--- src/rtl/i2s_rx_core.sv ---
// i2s_rx_core: slave-mode I2S receiver.
//
// Oversamples an externally driven I2S bus (i2s_sck, i2s_ws, i2s_sd) in the
// clk domain. It deserialises MSB-first words with the standard one-bit
// word-select delay and stores them in separate left and right show-ahead
// FIFOs. The status outputs line up with the SR_reg fields of the APB wrapper.
//
// Parameters
//   DATA_WIDTH  bits per stored word (2..32)
//   FIFO_DEPTH  entries per channel FIFO (power of 2, >= 2)
//
// Ports
//   clk, rst              system clock, synchronous active-high reset
//   i2s_enable            receiver enable; low forces the FSM to IDLE
//   fifo_clr              1-cycle pulse: empty both FIFOs, clear overrun
//   i2s_sck/ws/sd         asynchronous bus inputs from the external master
//   rd_en_l, rd_data_l    left FIFO pop / head word
//   rd_en_r, rd_data_r    right FIFO pop / head word
//   fifol_full/empty      left FIFO status
//   fifor_full/empty      right FIFO status
//   i2s_rx_done           1-cycle pulse when a right word is written
//   overrun               sticky: a word was dropped on a full FIFO
//   ovr_cnt               dropped-word counter (saturates at 255). This port
//                         exists only when I2S_RX_OVR_CNT_EN is defined.
//
// Read interface: rd_data_x always shows the head entry while the FIFO is
// not empty, and is 0 while it is empty. Pulsing rd_en_x for one cycle
// consumes the head entry. The next entry is visible the following cycle.
// A rd_en_x pulse on an empty FIFO is ignored.

module i2s_rx_core #(
  parameter int DATA_WIDTH = 32,
  parameter int FIFO_DEPTH = 8
) (
  input  logic                  clk,
  input  logic                  rst,
  input  logic                  i2s_enable,
  input  logic                  fifo_clr,
  input  logic                  i2s_sck,
  input  logic                  i2s_ws,
  input  logic                  i2s_sd,
  input  logic                  rd_en_l,
  output logic [DATA_WIDTH-1:0] rd_data_l,
  input  logic                  rd_en_r,
  output logic [DATA_WIDTH-1:0] rd_data_r,
  output logic                  fifol_full,
  output logic                  fifol_empty,
  output logic                  fifor_full,
  output logic                  fifor_empty,
  output logic                  i2s_rx_done,
  output logic                  overrun
`ifdef I2S_RX_OVR_CNT_EN
  ,
  output logic [7:0]            ovr_cnt
`endif
);

  localparam int CW = $clog2(DATA_WIDTH + 1);
  localparam int PW = $clog2(FIFO_DEPTH);
  localparam logic [CW-1:0] DW_C   = CW'(DATA_WIDTH);
  localparam logic [CW-1:0] DW_M1  = CW'(DATA_WIDTH - 1);
  localparam logic [PW:0]   CNT_FULL = (PW + 1)'(FIFO_DEPTH);

  typedef enum logic [1:0] {IDLE, SYNC, RUN} state_t;

  // ---------------------------------------------------------------------
  // Input synchronisers. All three inputs share the same latency, so ws and
  // sd stay aligned with the detected sck rising edge.
  // ---------------------------------------------------------------------
  logic sck_m, sck_s, sck_d;
  logic ws_m, ws_s;
  logic sd_m, sd_s;
  logic sck_rise;

  always_ff @(posedge clk) begin
    if (rst) begin
      sck_m <= 1'b0; sck_s <= 1'b0; sck_d <= 1'b0;
      ws_m  <= 1'b0; ws_s  <= 1'b0;
      sd_m  <= 1'b0; sd_s  <= 1'b0;
    end else begin
      sck_m <= i2s_sck; sck_s <= sck_m; sck_d <= sck_s;
      ws_m  <= i2s_ws;  ws_s  <= ws_m;
      sd_m  <= i2s_sd;  sd_s  <= sd_m;
    end
  end

  assign sck_rise = sck_s & ~sck_d;

  // ---------------------------------------------------------------------
  // Deserialiser FSM
  // ---------------------------------------------------------------------
  state_t                  state;
  logic                    ws_last;
  logic [DATA_WIDTH-1:0]   shreg;
  logic [DATA_WIDTH-1:0]   shreg_next;
  logic [CW-1:0]           bitcnt;
  logic [CW-1:0]           bitcnt_next;
  logic                    commit_vld;
  logic                    commit_ch;    // 0 = left, 1 = right
  logic [DATA_WIDTH-1:0]   commit_word;

  // The shift register is cleared at every word start, so OR-ing the bit into
  // its slot is enough. Bits past DATA_WIDTH are dropped, and unfilled LSBs
  // stay 0.
  always_comb begin
    shreg_next  = shreg;
    bitcnt_next = bitcnt;
    if (bitcnt < DW_C) begin
      shreg_next  = shreg | ({{(DATA_WIDTH-1){1'b0}}, sd_s} << (DW_M1 - bitcnt));
      bitcnt_next = bitcnt + 1'b1;
    end
  end

  always_ff @(posedge clk) begin
    if (rst) begin
      state       <= IDLE;
      ws_last     <= 1'b0;
      shreg       <= '0;
      bitcnt      <= '0;
      commit_vld  <= 1'b0;
      commit_ch   <= 1'b0;
      commit_word <= '0;
      i2s_rx_done <= 1'b0;
    end else begin
      commit_vld  <= 1'b0;
      i2s_rx_done <= 1'b0;
      if (!i2s_enable) begin
        // Drop any partial word. While idle, ws_last follows the bus so that
        // enabling mid-word waits for the next genuine ws edge.
        state   <= IDLE;
        shreg   <= '0;
        bitcnt  <= '0;
        ws_last <= ws_s;
      end else begin
        case (state)
          IDLE: begin
            state   <= SYNC;
            ws_last <= ws_s;
          end
          SYNC: begin
            if (sck_rise) begin
              ws_last <= ws_s;
              if (ws_s != ws_last) begin
                state  <= RUN;
                shreg  <= '0;
                bitcnt <= '0;
              end
            end
          end
          RUN: begin
            if (sck_rise) begin
              if (ws_s != ws_last) begin
                // A ws edge marks the LSB of the current word, because ws
                // leads the data by one bit. Commit the word to the channel
                // it was received on.
                commit_vld  <= 1'b1;
                commit_ch   <= ws_last;
                commit_word <= shreg_next;
                i2s_rx_done <= ws_last;
                shreg       <= '0;
                bitcnt      <= '0;
                ws_last     <= ws_s;
              end else begin
                shreg  <= shreg_next;
                bitcnt <= bitcnt_next;
              end
            end
          end
          default: state <= IDLE;
        endcase
      end
    end
  end

  // ---------------------------------------------------------------------
  // Channel FIFOs (index 0 = left, 1 = right)
  // ---------------------------------------------------------------------
  logic [DATA_WIDTH-1:0] mem [0:1][0:FIFO_DEPTH-1];
  logic [PW-1:0]         wp  [0:1];
  logic [PW-1:0]         rp  [0:1];
  logic [PW:0]           cnt [0:1];
  logic [1:0]            full, empty, wr, rd_req, do_wr, do_rd, drop;

  always_comb begin
    rd_req = {rd_en_r, rd_en_l};
    wr     = {commit_vld & commit_ch, commit_vld & ~commit_ch};
    full   = '0;
    empty  = '0;
    do_wr  = '0;
    do_rd  = '0;
    drop   = '0;
    for (int ch = 0; ch < 2; ch++) begin
      full[ch]  = (cnt[ch] == CNT_FULL);
      empty[ch] = (cnt[ch] == '0);
      do_rd[ch] = rd_req[ch] & ~empty[ch];
      // When the FIFO is full, a write still goes in if the same cycle
      // frees a slot.
      do_wr[ch] = wr[ch] & (~full[ch] | rd_req[ch]);
      drop[ch]  = wr[ch] & full[ch] & ~rd_req[ch];
    end
  end

  always_ff @(posedge clk) begin
    if (rst || fifo_clr) begin
      for (int ch = 0; ch < 2; ch++) begin
        wp[ch]  <= '0;
        rp[ch]  <= '0;
        cnt[ch] <= '0;
      end
      overrun <= 1'b0;
    end else begin
      for (int ch = 0; ch < 2; ch++) begin
        if (do_wr[ch]) wp[ch] <= wp[ch] + 1'b1;
        if (do_rd[ch]) rp[ch] <= rp[ch] + 1'b1;
        if (do_wr[ch] && !do_rd[ch])      cnt[ch] <= cnt[ch] + 1'b1;
        else if (!do_wr[ch] && do_rd[ch]) cnt[ch] <= cnt[ch] - 1'b1;
      end
      if (|drop) overrun <= 1'b1;
    end
  end

  // Storage carries no reset. Reads are masked with empty, so stale entries
  // are never visible.
  always_ff @(posedge clk) begin
    if (!rst && !fifo_clr) begin
      for (int ch = 0; ch < 2; ch++) begin
        if (do_wr[ch]) mem[ch][wp[ch]] <= commit_word;
      end
    end
  end

  assign rd_data_l   = empty[0] ? '0 : mem[0][rp[0]];
  assign rd_data_r   = empty[1] ? '0 : mem[1][rp[1]];
  assign fifol_full  = full[0];
  assign fifol_empty = empty[0];
  assign fifor_full  = full[1];
  assign fifor_empty = empty[1];

`ifdef I2S_RX_OVR_CNT_EN
  always_ff @(posedge clk) begin
    if (rst || fifo_clr) begin
      ovr_cnt <= 8'd0;
    end else if ((|drop) && (ovr_cnt != 8'hFF)) begin
      ovr_cnt <= ovr_cnt + 8'd1;
    end
  end
`endif

endmodule

--- config.mk ---
export PLATFORM = sky130hd
export DESIGN_NAME = i2s_rx_core
export DESIGN_NICKNAME = d
export VERILOG_FILES = /design/src/rtl/i2s_rx_core.sv
export SDC_FILE = /design/constraint.sdc
export NUM_CORES = 1
export LEC_CHECK = 0
export ABC_AREA = 1
export CAP_MARGIN = 20
export CORE_MARGIN = 2
export CORE_UTILIZATION = 55
export DETAILED_ROUTE_END_ITERATION = 8
export GPL_TIMING_DRIVEN = 1
export PLACE_DENSITY = 0.86
export SYNTH_ARGS = -nofsm -noshare
export SYNTH_HDL_FRONTEND = slang
export SYNTH_SLANG_ARGS = --single-unit
--- constraint.sdc ---
create_clock -name clk -period 3.6 [get_ports clk]
set_input_delay 0.36 -clock clk [delete_from_list [all_inputs] [get_ports clk]]
set_output_delay 0.36 -clock clk [all_outputs]
set_load 0.03 [all_outputs]
Word level (Yosys, flattened, before mapping)
Memories as Yosys holds them, arrays and structs flattened.
Index checks and enable logic that the tools add are counted.
{"block": "totals", "ramBits": 532, "latch_bits": 0, "mem_count": 4, "reg_bits": 84, "romBits": 0}
{"name": "mem", "words": 2, "width": 256, "read_ports": 2, "rd_clocked_by_memory_dff": 0, "write_ports": 1, "line_no": "178", "source": "logic [DATA_WIDTH-1:0] mem [0:1][0:FIFO_DEPTH-1];"}
{"name": "cnt", "words": 2, "width": 4, "read_ports": 2, "rd_clocked_by_memory_dff": 0, "write_ports": 2, "line_no": "181", "source": "logic [PW:0] cnt [0:1];"}
{"name": "rp", "words": 2, "width": 3, "read_ports": 2, "rd_clocked_by_memory_dff": 0, "write_ports": 2, "line_no": "180", "source": "logic [PW-1:0] rp [0:1];"}
{"name": "wp", "words": 2, "width": 3, "read_ports": 2, "rd_clocked_by_memory_dff": 0, "write_ports": 2, "line_no": "179", "source": "logic [PW-1:0] wp [0:1];"}
{"block": "classes", "n_mux": 76, "eq_ne": 13, "n_div": 0, "magnitude_cmp": 7, "n_mul": 0, "n_reduce_logical": 28, "shift": 1, "bitwise": 38, "addsub": 10}
{"cell": "256-bit 2-to-1 mux", "count": 4}
{"cell": "32-bit 2-to-1 mux", "count": 13}
{"cell": "256-bit OR reduction", "count": 1}
{"cell": "32-bit binary-select mux with 3-bit select", "count": 2}
{"cell": "32-bit demux with 3-bit select", "count": 2}
{"cell": "32-bit case mux with 2 select lines", "count": 1}
{"cell": "1-bit 2-to-1 mux", "count": 36}
{"cell": "32-bit bitwise OR", "count": 1}
{"cell": "1-bit by 6-bit << shifter with 32-bit output", "count": 1}
{"cell": "6-bit 2-to-1 mux", "count": 5}
{"cell": "4-bit >= comparator (second input constant)", "count": 4}
{"cell": "4-bit 2-to-1 mux", "count": 4}
{"cell": "3-bit inverter with 4-bit output", "count": 4}
{"cell": "3-bit by 1-bit adder with 3-bit output (second input constant)", "count": 4}
{"cell": "3-bit 2-to-1 mux", "count": 4}
{"cell": "3-bit != test (second input constant)", "count": 4}
{"cell": "1-bit inverter", "count": 12}
{"cell": "6-bit case mux with 2 select lines", "count": 1}
{"cell": "4-bit AND reduction", "count": 3}
{"cell": "1-bit AND", "count": 11}
{"cell": "1-bit bitwise OR", "count": 10}
{"cell": "4-bit by 1-bit adder with 4-bit output (second input constant)", "count": 2}
{"cell": "4-bit equality test (second input constant)", "count": 2}
{"cell": "4-bit zero test", "count": 2}
{"cell": "other kinds (23)", "count": 40}

Depth between registers and ports, before layout
{"block": "logic_depth", "depth_word": 11, "depth_mapped": 14}

Worst setup path after synthesis
No wires, ideal clock.
{"block": "synth_path", "path_type": "flip-flop to flip-flop", "from": "memory cnt[1][0] in the netlist's numbering", "to": "memory mem[0][416] in the netlist's numbering (enable)", "n_path_buf": 0, "required_time_ns": 3.139, "slack_ns": -0.508, "stages_incl_launch_ff": 9, "t_arrival_ns": 3.647, "cell_sequence": "edfxtp_1 -> inv_1 -> ha_1 -> nand3_1 -> inv_1 -> nand2_1 -> nand3_1 -> or2_2 -> nor3_1"}
{"item": "start, declared", "line_no": "181"}
{"item": "end, declared", "line_no": "178"}

==> impl_results.rst <==
.. list-table::
   :header-rows: 1

   * - Metric
     - Value
   * - Post-Place Cells
     - 2705
   * - Crit path DAT
     - 3150 ps
   * - Clock buffers created by TritonCTS
     - 57
   * - Detailed Place HPWL
     - 32.3 mm
   * - Worst-path cell with the longest stage delay
     - sky130_fd_sc_hd__clkdlybuf4s50_1
   * - Vert. Die Dim
     - 217 um
   * - Std cell rows
     - 77
   * - Clock transition at path regs
     - 60 ps
   * - MaxCap Viol Count
     - 0
   * - Synthesized area divided by synthesized cell count
     - 11.7 um^2
   * - Number of sinks handled by clock tree synthesis
     - 616
   * - Critical-path cell list
     - buf_8 > nor2_1 > nor2_1 > o21ai_0 > o21ai_0 > o21ai_0 > nor2_1 > clkdlybuf4s50_1
   * - Wirelength, routed
     - 59.4 mm
   * - Run status
     - completed
   * - Post-route fraction of the period consumed by the critical path
     - 97.6%
   * - Actual slew at the worst max-slew pin
     - 968 ps
   * - Total power per unit cell area
     - 544 nW/um^2
   * - Nets in the synthesized netlist
     - 2135
   * - GPL Wtd Cong
     - 0.856
   * - Post-DR wirelength/cell
     - 21.1 um
   * - Effective utilization at floorplan
     - 55.9%
   * - Clk Latency, worst-skew pair
     - 620 ps
   * - Total count of max-transition violations in the final report
     - 0
   * - Worst Path Max Fanout
     - 53
   * - Sort of element at the end of the critical path
     - output port
   * - Maximum buffer depth of the clock tree
     - 3
   * - Antenna violations before repair
     - 1
   * - Number of levels the H-tree was split into
     - 2
   * - Total number of yosys warnings
     - 0
   * - Post-placement setup slack
     - 469 ps
   * - Final critical-path setup slack
     - 86.4 ps
   * - DRC Markers
     - 0
   * - Crit path buffers/inverters
     - 2
   * - Number of failing hold endpoints at the final stage
     - 0
   * - Clock tree root driver cell
     - sky130_fd_sc_hd__clkbuf_16
   * - VDD IR max
     - 0.000375 V
   * - Leading cell type in the layout, fill and taps excluded
     - sky130_fd_sc_hd__edfxtp_1
   * - Flops & latches, synth
     - 616
   * - First-pass GRT wire length
     - 90.9 mm
   * - Number of buffers added on ports
     - 78
   * - Worst Setup Path Type
     - flop to output port
   * - Vias in the first global route
     - 17000
   * - Combined area of all synthesized cells
     - 24800 um^2
   * - Max-Slew Margin vs Limit
     - 35.4%
   * - Clock tree from TritonCTS
     - yes
   * - 1st-pass router iterations
     - 6
   * - Diodes inserted
     - 0
   * - Timing-limited maximum frequency
     - 285 MHz
   * - Vias per cell
     - 6.06
   * - Final layout net count
     - 2196
   * - Static Leakage
     - 0.00995 uW
   * - CP delay by family, top
     - buffers and inverters
   * - Die ar.
     - 46900 um^2
   * - Hold buffer count at CTS
     - 0
   * - Kind of start point of the critical path
     - flop
   * - Setup-violating endpoint count in the final report
     - 0
   * - Area of the placeable core
     - 44400 um^2
   * - Kind of path behind the tightest hold check
     - primary input to flop
   * - Unique masters post-synth
     - 36
   * - Total congestion overflow after global routing
     - 0
   * - Vias after detailed routing
     - 17100
   * - Detailed router's first-iteration violation count
     - 2048
   * - Minimum period implied by the final worst setup slack
     - 3510 ps
   * - Gr usage total
     - 25.0%
   * - Die X-Extent
     - 217 um
   * - Most frequent cells in the layout
     - 532 x sky130_fd_sc_hd__edfxtp_1, 480 x sky130_fd_sc_hd__nor2_1, 346 x sky130_fd_sc_hd__o21ai_0, 126 x sky130_fd_sc_hd__nand2_1, 108 x sky130_fd_sc_hd__inv_1
   * - Synth-to-Final Area Change
     - 13.6%
   * - Fraction of layout instances using a drive strength above 1
     - 7.37%
   * - Top-Level Pins
     - 79
   * - Required time at the endpoint of the critical path
     - 3240 ps
   * - Final setup skew
     - 14.4 ps
   * - Sequential-to-total area share from yosys stat
     - 71.1%
   * - Maximum number of pins on one net before global-route repair
     - 130
   * - Non-filler instance count after layout
     - 2817
   * - Highest cell delay on the worst timing path
     - 740 ps
   * - Synthesized instance count
     - 2116
   * - Antenna Violating Nets Remaining
     - 0
[what timing repair did]
action | 4_1_cts | 5_1_grt
setup buffers | 1 | 4
setup endpoints to repair | 6 | 10
gates cloned | 0 | 0
resized for setup | 1 | 7
[path summary, 6_finish.rpt]
| path | startpoint | endpoint | slack (ps) | depth (start not counted) |
|---|---|---|---|---|
| hold / removal | i2s_ws | ws_m$_SDFF_PP0_ | 260 | 3 |
| setup / recovery | rp[0][0]$_SDFFCE_PN0P_ | rd_data_l[31] | 90 | 8 |
| setup reg to reg | cnt[0][1]$_SDFFCE_PN0P_ | cnt[0][3]$_SDFFCE_PN0P_ | 890 | 15 |
| hold reg to reg | ws_m$_SDFF_PP0_ | ws_s$_SDFF_PP0_ | 410 | 2 |
[cell usage after synthesis]
master | number | area share [%]
sky130_fd_sc_hd__edfxtp_1 | 532 | 64
sky130_fd_sc_hd__nor2_1 | 493 | 7.4
sky130_fd_sc_hd__o21ai_0 | 346 | 7.0
sky130_fd_sc_hd__nand2_1 | 127 | 1.9
sky130_fd_sc_hd__inv_1 | 110 | 1.7
sky130_fd_sc_hd__dfxtp_1 | 84 | 6.8
sky130_fd_sc_hd__mux2i_1 | 64 | 2.6
sky130_fd_sc_hd__o22ai_1 | 64 | 1.6
sky130_fd_sc_hd__clkbuf_1 | 58 | 0.88
sky130_fd_sc_hd__nand3_1 | 40 | 0.81
sky130_fd_sc_hd__buf_2 | 34 | 0.68
sky130_fd_sc_hd__o21ai_1 | 30 | 0.60
sky130_fd_sc_hd__a21oi_1 | 29 | 0.58
sky130_fd_sc_hd__o21bai_1 | 20 | 0.60
sky130_fd_sc_hd__buf_1 | 15 | 0.23
sky130_fd_sc_hd__nor3_1 | 10 | 0.20
sky130_fd_sc_hd__ha_1 | 9 | 0.45
sky130_fd_sc_hd__buf_6 | 7 | 0.32
sky130_fd_sc_hd__nand4_1 | 7 | 0.18
sky130_fd_sc_hd__xnor2_1 | 7 | 0.25
sky130_fd_sc_hd__buf_4 | 6 | 0.18
sky130_fd_sc_hd__nand2_2 | 3 | 0.076
sky130_fd_sc_hd__or2_2 | 3 | 0.076
sky130_fd_sc_hd__xor2_1 | 3 | 0.11
sky130_fd_sc_hd__a21o_1 | 2 | 0.060
sky130_fd_sc_hd__inv_2 | 2 | 0.030
sky130_fd_sc_hd__o211ai_1 | 2 | 0.060
sky130_fd_sc_hd__clkinv_1 | 1 | 0.015
sky130_fd_sc_hd__fa_1 | 1 | 0.081
sky130_fd_sc_hd__inv_4 | 1 | 0.025
sky130_fd_sc_hd__nand2_4 | 1 | 0.045
sky130_fd_sc_hd__nand3_2 | 1 | 0.040
sky130_fd_sc_hd__nor2_2 | 1 | 0.025
sky130_fd_sc_hd__nor2_4 | 1 | 0.045
sky130_fd_sc_hd__nor3_4 | 1 | 0.065
sky130_fd_sc_hd__nor4_1 | 1 | 0.025
[logic make-up (layout without fill, tap and decap cells)]
kind of cell / Yosys count / in the layout / share of synthesized area [%]
AOI/OAI and AO/OA: 493 / 493 / 10.5
xor gates and xnor gates: 10 / 10 / 0.353
adders and majority gates: 10 / 10 / 0.534
buffers and inverters: 234 / 343 / 4.02
DFF: 616 / 616 / 71.1
muxes: 64 / 64 / 2.58
and+or+nand+nor: 689 / 689 / 10.9
[through the flow]
step           cell area, um^2  power, uW  hold WS (ps)  setup TNS (ps)  utilization (%)
2_1_floorplan            24900       8880           388          -16640                -
3_3_place_gp             26300       9420           402               0             59.3
3_5_place_dp             26300       9460           404               0             59.3
4_1_cts                  28200      15400           235               0             63.4
5_1_grt                  28200      15800           255          -0.490             63.6
6_report                 28200      15400           260               0             63.6
[cell type report]
type / count / area, um^2
Clock buffer: 70 / 1490
Clock inverter: 37 / 360
Fill cell: 2963 / 16200
Inverter: 114 / 430
Multi-Input combinational cell: 1266 / 6320
Sequential cell: 616 / 17700
Tap cell: 592 / 741
Timing Repair Buffer: 122 / 1240
[report_power, final]
group | leakage (uW) | switching (uW) | internal (uW)
logic | 0.00340 | 1110 | 562
clock network | 0.000893 | 2610 | 3380
registers | 0.00566 | 26.1 | 7660
total | 0.00995 | 3750 | 11600
[state kept, by name, indices dropped and copies added, names as in the netlist, 2 cells and up]
name and cells:
state 2, mem 512, wp 6, bitcnt 6, cnt 8, commit_word 32, shreg 32, rp 6
[worst register-to-register path, cell delays in order, from the launching register on]
cell and delay (ps):
sky130_fd_sc_hd__edfxtp_1 400, sky130_fd_sc_hd__nor2_1 80, sky130_fd_sc_hd__nand2_1 60, sky130_fd_sc_hd__buf_4 380, sky130_fd_sc_hd__nand2_1 180, sky130_fd_sc_hd__nor2_1 160, sky130_fd_sc_hd__nand2_1 180, sky130_fd_sc_hd__inv_1 120
sky130_fd_sc_hd__ha_1 270, sky130_fd_sc_hd__a21oi_1 180, sky130_fd_sc_hd__nand2_1 80, sky130_fd_sc_hd__nand2_1 60, sky130_fd_sc_hd__nand2_1 60, sky130_fd_sc_hd__xor2_1 150, sky130_fd_sc_hd__nand2_1 70, sky130_fd_sc_hd__inv_1 40
[per-layer routing]
layer  vias to the layer above  wire, um  part of all wire, %  track usage, %
met5                         -         0                    0               0
met4                         0      2460                  4.1            12.1
met1                      8199     21300                   36            31.3
li1                       7566         -                    -               -
met3                       195      6240                   11            4.48
met2                      1125     29400                   50            42.3
No activity file was read; power rests on OpenSTA's default activity.
